$ cat config.mk
export PLATFORM = sky130hd
export DESIGN_NAME = spi_slave_if
export DESIGN_NICKNAME = d
export VERILOG_FILES = /design/src/rtl/spi_slave_if.sv
export SDC_FILE = /design/constraint.sdc
export NUM_CORES = 1
export LEC_CHECK = 0
export BUFFER_PORTS_ARGS = -buffer_cell sky130_fd_sc_hd__buf_2
export CORE_MARGIN = 5
export CORE_UTILIZATION = 60
export CTS_CLUSTER_SIZE = 12
export DETAILED_ROUTE_END_ITERATION = 7
export GPL_TIMING_DRIVEN = 0
export PLACE_DENSITY = 0.87
export SLEW_MARGIN = 15
export SYNTH_ARGS = -nofsm -noshare
export SYNTH_HDL_FRONTEND = slang
export SYNTH_SLANG_ARGS = --single-unit
$ cat constraint.sdc
create_clock -name clk -period 3.2 [get_ports clk]
set_input_delay 0 -clock clk [delete_from_list [all_inputs] [get_ports clk]]
set_output_delay 0 -clock clk [all_outputs]
set_load 0.01 [all_outputs]
$ cat src/rtl/spi_slave_if.sv
// SPI mode-0 slave front-end: oversamples the SPI pins on clk, deserialises
// FRAME_BITS-bit host frames and serialises the read-back word onto MISO.
module spi_slave_if #(
  parameter int FRAME_BITS  = 32,
  parameter int SYNC_STAGES = 2
) (
  input  logic                  clk,
  input  logic                  rst_n,
  input  logic                  spi_sclk,
  input  logic                  spi_cs_n,
  input  logic                  spi_mosi,
  output logic                  spi_miso,
  output logic [FRAME_BITS-1:0] spi_rx_data,
  output logic                  spi_rx_done,
  input  logic [FRAME_BITS-1:0] spi_tx_data,
  output logic                  frame_err
);

  localparam int CW = 6;
  localparam logic [CW-1:0] FULL_CNT = CW'(FRAME_BITS);
  localparam logic [CW-1:0] SAT_CNT  = CW'(FRAME_BITS + 1);

  typedef enum logic [1:0] {
    ARMED_WAIT = 2'd0,
    IDLE       = 2'd1,
    ACTIVE     = 2'd2
  } state_e;

  logic [SYNC_STAGES-1:0] sclk_sync_q, sclk_sync_d;
  logic [SYNC_STAGES-1:0] cs_sync_q, cs_sync_d;
  logic [SYNC_STAGES-1:0] mosi_sync_q, mosi_sync_d;
  logic                   sclk_hist_q, sclk_hist_d;
  logic                   cs_hist_q, cs_hist_d;

  state_e                 state_q, state_d;
  logic [FRAME_BITS-1:0]  rx_sr_q, rx_sr_d;
  logic [FRAME_BITS-1:0]  tx_sr_q, tx_sr_d;
  logic [CW-1:0]          cnt_q, cnt_d;
  logic [FRAME_BITS-1:0]  rx_data_q, rx_data_d;
  logic                   rx_done_q, rx_done_d;
  logic                   frame_err_q, frame_err_d;
  logic                   miso_q, miso_d;

  logic sclk_s, cs_s, mosi_s;
  logic sclk_rise_s, sclk_fall_s, cs_rise_s, cs_fall_s;

  // Synchroniser chains and edge-detect history
  always_comb begin
    sclk_sync_d = {sclk_sync_q[SYNC_STAGES-2:0], spi_sclk};
    cs_sync_d   = {cs_sync_q[SYNC_STAGES-2:0], spi_cs_n};
    mosi_sync_d = {mosi_sync_q[SYNC_STAGES-2:0], spi_mosi};
    sclk_s      = sclk_sync_q[SYNC_STAGES-1];
    cs_s        = cs_sync_q[SYNC_STAGES-1];
    mosi_s      = mosi_sync_q[SYNC_STAGES-1];
    sclk_hist_d = sclk_s;
    cs_hist_d   = cs_s;
    sclk_rise_s = sclk_s & ~sclk_hist_q;
    sclk_fall_s = ~sclk_s & sclk_hist_q;
    cs_rise_s   = cs_s & ~cs_hist_q;
    cs_fall_s   = ~cs_s & cs_hist_q;
  end

  // Frame FSM, shift registers and bit counter
  always_comb begin
    state_d     = state_q;
    rx_sr_d     = rx_sr_q;
    tx_sr_d     = tx_sr_q;
    cnt_d       = cnt_q;
    rx_data_d   = rx_data_q;
    rx_done_d   = 1'b0;
    frame_err_d = 1'b0;

    case (state_q)
      ARMED_WAIT: begin
        // Never join a frame that was already running when reset released
        if (cs_s) begin
          state_d = IDLE;
        end else begin
          state_d = ARMED_WAIT;
        end
      end
      IDLE: begin
        if (cs_fall_s) begin
          tx_sr_d = spi_tx_data;
          rx_sr_d = '0;
          cnt_d   = '0;
          state_d = ACTIVE;
        end else begin
          state_d = IDLE;
        end
      end
      ACTIVE: begin
        if (cs_rise_s) begin
          state_d     = IDLE;
          frame_err_d = (cnt_q != FULL_CNT);
        end else begin
          if (sclk_rise_s) begin
            if (cnt_q < FULL_CNT) begin
              rx_sr_d = {rx_sr_q[FRAME_BITS-2:0], mosi_s};
              cnt_d   = cnt_q + CW'(1);
              if (cnt_q == FULL_CNT - CW'(1)) begin
                rx_data_d = {rx_sr_q[FRAME_BITS-2:0], mosi_s};
                rx_done_d = 1'b1;
              end else begin
                rx_done_d = 1'b0;
              end
            end else begin
              cnt_d = SAT_CNT;
            end
          end else begin
            cnt_d = cnt_q;
          end
          if (sclk_fall_s) begin
            tx_sr_d = {tx_sr_q[FRAME_BITS-2:0], 1'b0};
          end else begin
            tx_sr_d = tx_sr_q;
          end
        end
      end
      default: begin
        state_d = ARMED_WAIT;
      end
    endcase

    miso_d = (state_q == ACTIVE) ? tx_sr_q[FRAME_BITS-1] : 1'b0;
  end

  // State and datapath registers
  always_ff @(posedge clk or negedge rst_n) begin
    if (!rst_n) begin
      sclk_sync_q <= '0;
      cs_sync_q   <= '0;
      mosi_sync_q <= '0;
      sclk_hist_q <= 1'b0;
      cs_hist_q   <= 1'b0;
      state_q     <= ARMED_WAIT;
      rx_sr_q     <= '0;
      tx_sr_q     <= '0;
      cnt_q       <= '0;
      rx_data_q   <= '0;
      rx_done_q   <= 1'b0;
      frame_err_q <= 1'b0;
      miso_q      <= 1'b0;
    end else begin
      sclk_sync_q <= sclk_sync_d;
      cs_sync_q   <= cs_sync_d;
      mosi_sync_q <= mosi_sync_d;
      sclk_hist_q <= sclk_hist_d;
      cs_hist_q   <= cs_hist_d;
      state_q     <= state_d;
      rx_sr_q     <= rx_sr_d;
      tx_sr_q     <= tx_sr_d;
      cnt_q       <= cnt_d;
      rx_data_q   <= rx_data_d;
      rx_done_q   <= rx_done_d;
      frame_err_q <= frame_err_d;
      miso_q      <= miso_d;
    end
  end

  assign spi_miso    = miso_q;
  assign spi_rx_data = rx_data_q;
  assign spi_rx_done = rx_done_q;
  assign frame_err   = frame_err_q;

endmodule
==> flow_metrics.py <==
metrics = {
    "die": {
        "coreArea_um2": 7290,
        "die_y_um": 96.7,
        "fp.dieW_um": 96.7,
        "initial_core_util_pct": 61.9,
        "die-area_um2": 9360,
        "ioPinCount": 72,
        "rows": 31,
    },
    "clock_tree": {
        "worstSkewPairLatency_ns": 0.51,
        "cts.sinks": 114,
        "cts.reportedPaths.clkPinSlew_ns": 0.06,
        "cts_inserted_buffers": 17,
        "htreeDepth": 4,
        "cts_tree": "built",
        "clockBufferDepth": 2,
        "root_buffer": "clkbuf_8",
    },
    "global_route": {
        "antenna_found_initial": 2,
        "grt_overflow": 0,
        "grt_pass1_wl_um": 19000,
        "grt_max_degree": 84,
        "grt_pass1_vias": 3648,
        "track_usage_pct": 25.7,
    },
    "sta": {
        "rsz0062_at_grt": "no",
        "min_period_ns": 2.09,
        "maxSlewHeadroom_pct": 66.0,
        "setup_tns_ns": 0,
        "fin_skew_ns": 0.0121,
        "maxSlewViolCount": 0,
        "setup_viol": 0,
        "tightest_slew_ns": 0.510,
        "fin_crit_sh_pct": 65.3,
        "fmax_mhz": 478,
        "hold_violations": 0,
    },
    "logic_synthesis": {
        "synth_area_um2": 4510,
        "synthFlopType": "dfrtp_1",
        "synth.distinct_cells": 36,
        "async_flop_share_pct": 100,
        "netlist_instances": 343,
        "ys_top_cells_by_count": "dfrtp_1 (114), nand2_1 (39), o21ai_0 (36)",
        "synth.area.top_cells": "dfrtp_1 (63%), mux2i_1 (6.9%), mux2_2 (6.5%)",
        "ys_seq_area_share_pct": 63.2,
        "yosysTopAreaCellShare_pct": 63.2,
        "synth_most_common_cell": "dfrtp_1",
        "ys_ff_latch": 114,
        "yosys.area.top_type": "dfrtp_1",
        "syn-num-nets": 382,
        "synth-edff-count": 0,
        "avgSynthCellArea_um2": 13.2,
        "yosysWarningCount": 0,
    },
    "detailed_routing": {
        "ant_nets": 0,
        "wl_um": 11500,
        "viasPerCell": 5.72,
        "routedWlPerCell_um": 19.6,
        "drc": 0,
        "drtPass1Iterations": 4,
        "first_iter_violations": 253,
        "vias": 3354,
    },
    "place": {
        "place_inst": 514,
        "dp_hpwl_um": 5780,
        "io_buffer_count": 71,
        "routabilityCongestion": 0.799,
        "dpl_cell_area_um2": 5030,
    },
    "power_and_ir_drop": {
        "leakage_nw": 3.05,
        "vdd_drop_max_mv": 0.608,
        "pwr_density_cell_nw_per_um2": 707,
    },
    "cells_and_area": {
        "fin_area_um2": 6110,
        "area_growth_syn_to_layout_pct": 35.4,
        "drive_above_1_share_pct": 30.3,
        "nFillCells": 386,
        "instances_no_fill": 586,
        "nets": 511,
    },
    "critical_path": {
        "arrival_ns": 2.47,
        "crit_path_end_kind": "flop",
        "startpoint_type": "flop",
        "crit_path_top_delay_cell": "and4bb_2",
        "slowest_delay_ns": 0.43,
        "critPathMaxFanout": 10,
        "r2r_cells": 5,
        "critPathKind": "flop to flop",
        "worst_ep_required_time_ns": 3.58,
        "crit_chain": "and4bb_2, a31oi_2, nor3_4, buf_6, mux2_2",
    },
    "worst_hold_path": {
        "hold_class": "input port to flop",
        "holdPathStages": 2,
    },
    "flow_run": {
        "drv_cap": 0,
    },
    "status": {
        "status": "completed",
    },
}
area by class of cell:
| class | instances | area [um2] | share of cell area [%] |
|---|---|---|---|
| Antenna cell | 2 | 5.00 | 0.0819 |
| Buffer | 21 | 115 | 1.88 |
| Clock buffer | 19 | 432 | 7.07 |
| Clock inverter | 13 | 256 | 4.20 |
| Inverter | 5 | 18.8 | 0.307 |
| Multi-Input combinational cell | 203 | 1530 | 25.0 |
| Sequential cell | 114 | 2850 | 46.7 |
| Tap cell | 99 | 124 | 2.03 |
| Timing Repair Buffer | 110 | 779 | 12.8 |
final timing paths:
check / start / end / slack [ns]
worst max-delay path: cs_sync_q[1] / spi_rx_data[10] / 1.11
worst max register to register: cs_sync_q[1] / spi_rx_data[10] / 1.11
min in group asynchronous: rst_n / tx_sr_q[11] / 0.53
worst min-delay path: spi_sclk / sclk_sync_q[0] / 0.15
worst min register to register: cs_sync_q[0] / cs_sync_q[1] / 0.36
max in group asynchronous: rst_n / rx_sr_q[28] / 2.28
critical path: cells and delay by family, from the launching register on:
family | cells | cell delay [ns]
compound gates | 1 | 0.11
mux | 1 | 0.35
flops | 1 | 0.42
buf+inv | 1 | 0.22
simple gates | 2 | 0.85
per-stage QoR:
| stage | hold slack (ns) | total power, mW | setup slack (ns) | util, % |
|---|---|---|---|---|
| CTS | 0.126 | 4.31 | 1.18 | 83.7 |
| global placement | 0.109 | 2.02 | 0.879 | 68.5 |
| finish | 0.148 | 4.32 | 1.11 | 83.8 |
| global route | 0.139 | 4.47 | 1.07 | 83.8 |
| detailed placement | -0.0963 | 2.06 | 1.24 | 68.9 |
| floorplan | -0.296 | 1.92 | 1.41 | - |
registers in the layout, indices dropped and copies added (netlist names):
| register | flops |
|---|---|
| spi_rx_data | 32 |
| sclk_hist_q | 1 |
| cs_hist_q | 1 |
| sclk_sync_q | 2 |
| frame_err | 1 |
| cs_sync_q | 2 |
| spi_miso | 1 |
| cnt_q | 6 |
| mosi_sync_q | 2 |
| state_q | 2 |
| tx_sr_q | 32 |
| rx_sr_q | 31 |
| spi_rx_done | 1 |
cells by family (layout without fill, tap and decap cells):
group                      Yosys count  after routing  share of synthesized area (%)
AOI/OAI and AO/OA                   76             76                           11.6
and+or+nand+nor                     62             62                           6.77
other                                0              2                              0
DFF                                114            114                           63.2
adders and majority gates            2              2                          0.554
buffers and inverters               26            168                           2.97
muxes                               63             63                           14.9
per-layer routing:
layer,global-route usage (%),wire (um)
met5,0,0
met3,7.41,505
met1,29.8,4430
met2,44.3,6130
met4,11.7,411
power by group:
group / internal, mW / switching [mW]
sequential: 1.61 / 0.112
clock: 1.52 / 0.680
combinational: 0.166 / 0.224
total: 3.30 / 1.02
cells in the final DEF (no fill, tap or decap), types with 2 or more instances in the layout:
cell type | Yosys | layout
dfrtp_1 | 114 | 114
buf_2 | 8 | 78
nand2_1 | 39 | 39
dlygate4sd3_1 | 0 | 37
o21ai_0 | 36 | 36
a22o_1 | 31 | 31
mux2i_1 | 31 | 31
mux2_2 | 26 | 26
clkbuf_16 | 0 | 16
clkbuf_1 | 9 | 10
bufinv_16 | 0 | 7
mux2_1 | 6 | 6
inv_1 | 5 | 5
buf_6 | 3 | 4
nand3_1 | 4 | 4
clkinv_4 | 0 | 3
diode_2 | 0 | 2
nor2b_1 | 2 | 2
nor3_1 | 2 | 2
nand2b_1 | 2 | 2
and3_1 | 2 | 2
a21oi_1 | 2 | 2
nor2_1 | 2 | 2
ha_1 | 2 | 2
clkbuf_8 | 0 | 2
clkinvlp_4 | 0 | 2
repair_timing:
item | 4_1_cts | 5_1_grt
hold endpoints to repair | 149 | 0
gates resized for setup | 0 | 0
hold buffers | 38 | 0
buffers inserted | 0 | 0
(Power assumes the default switching activity.)
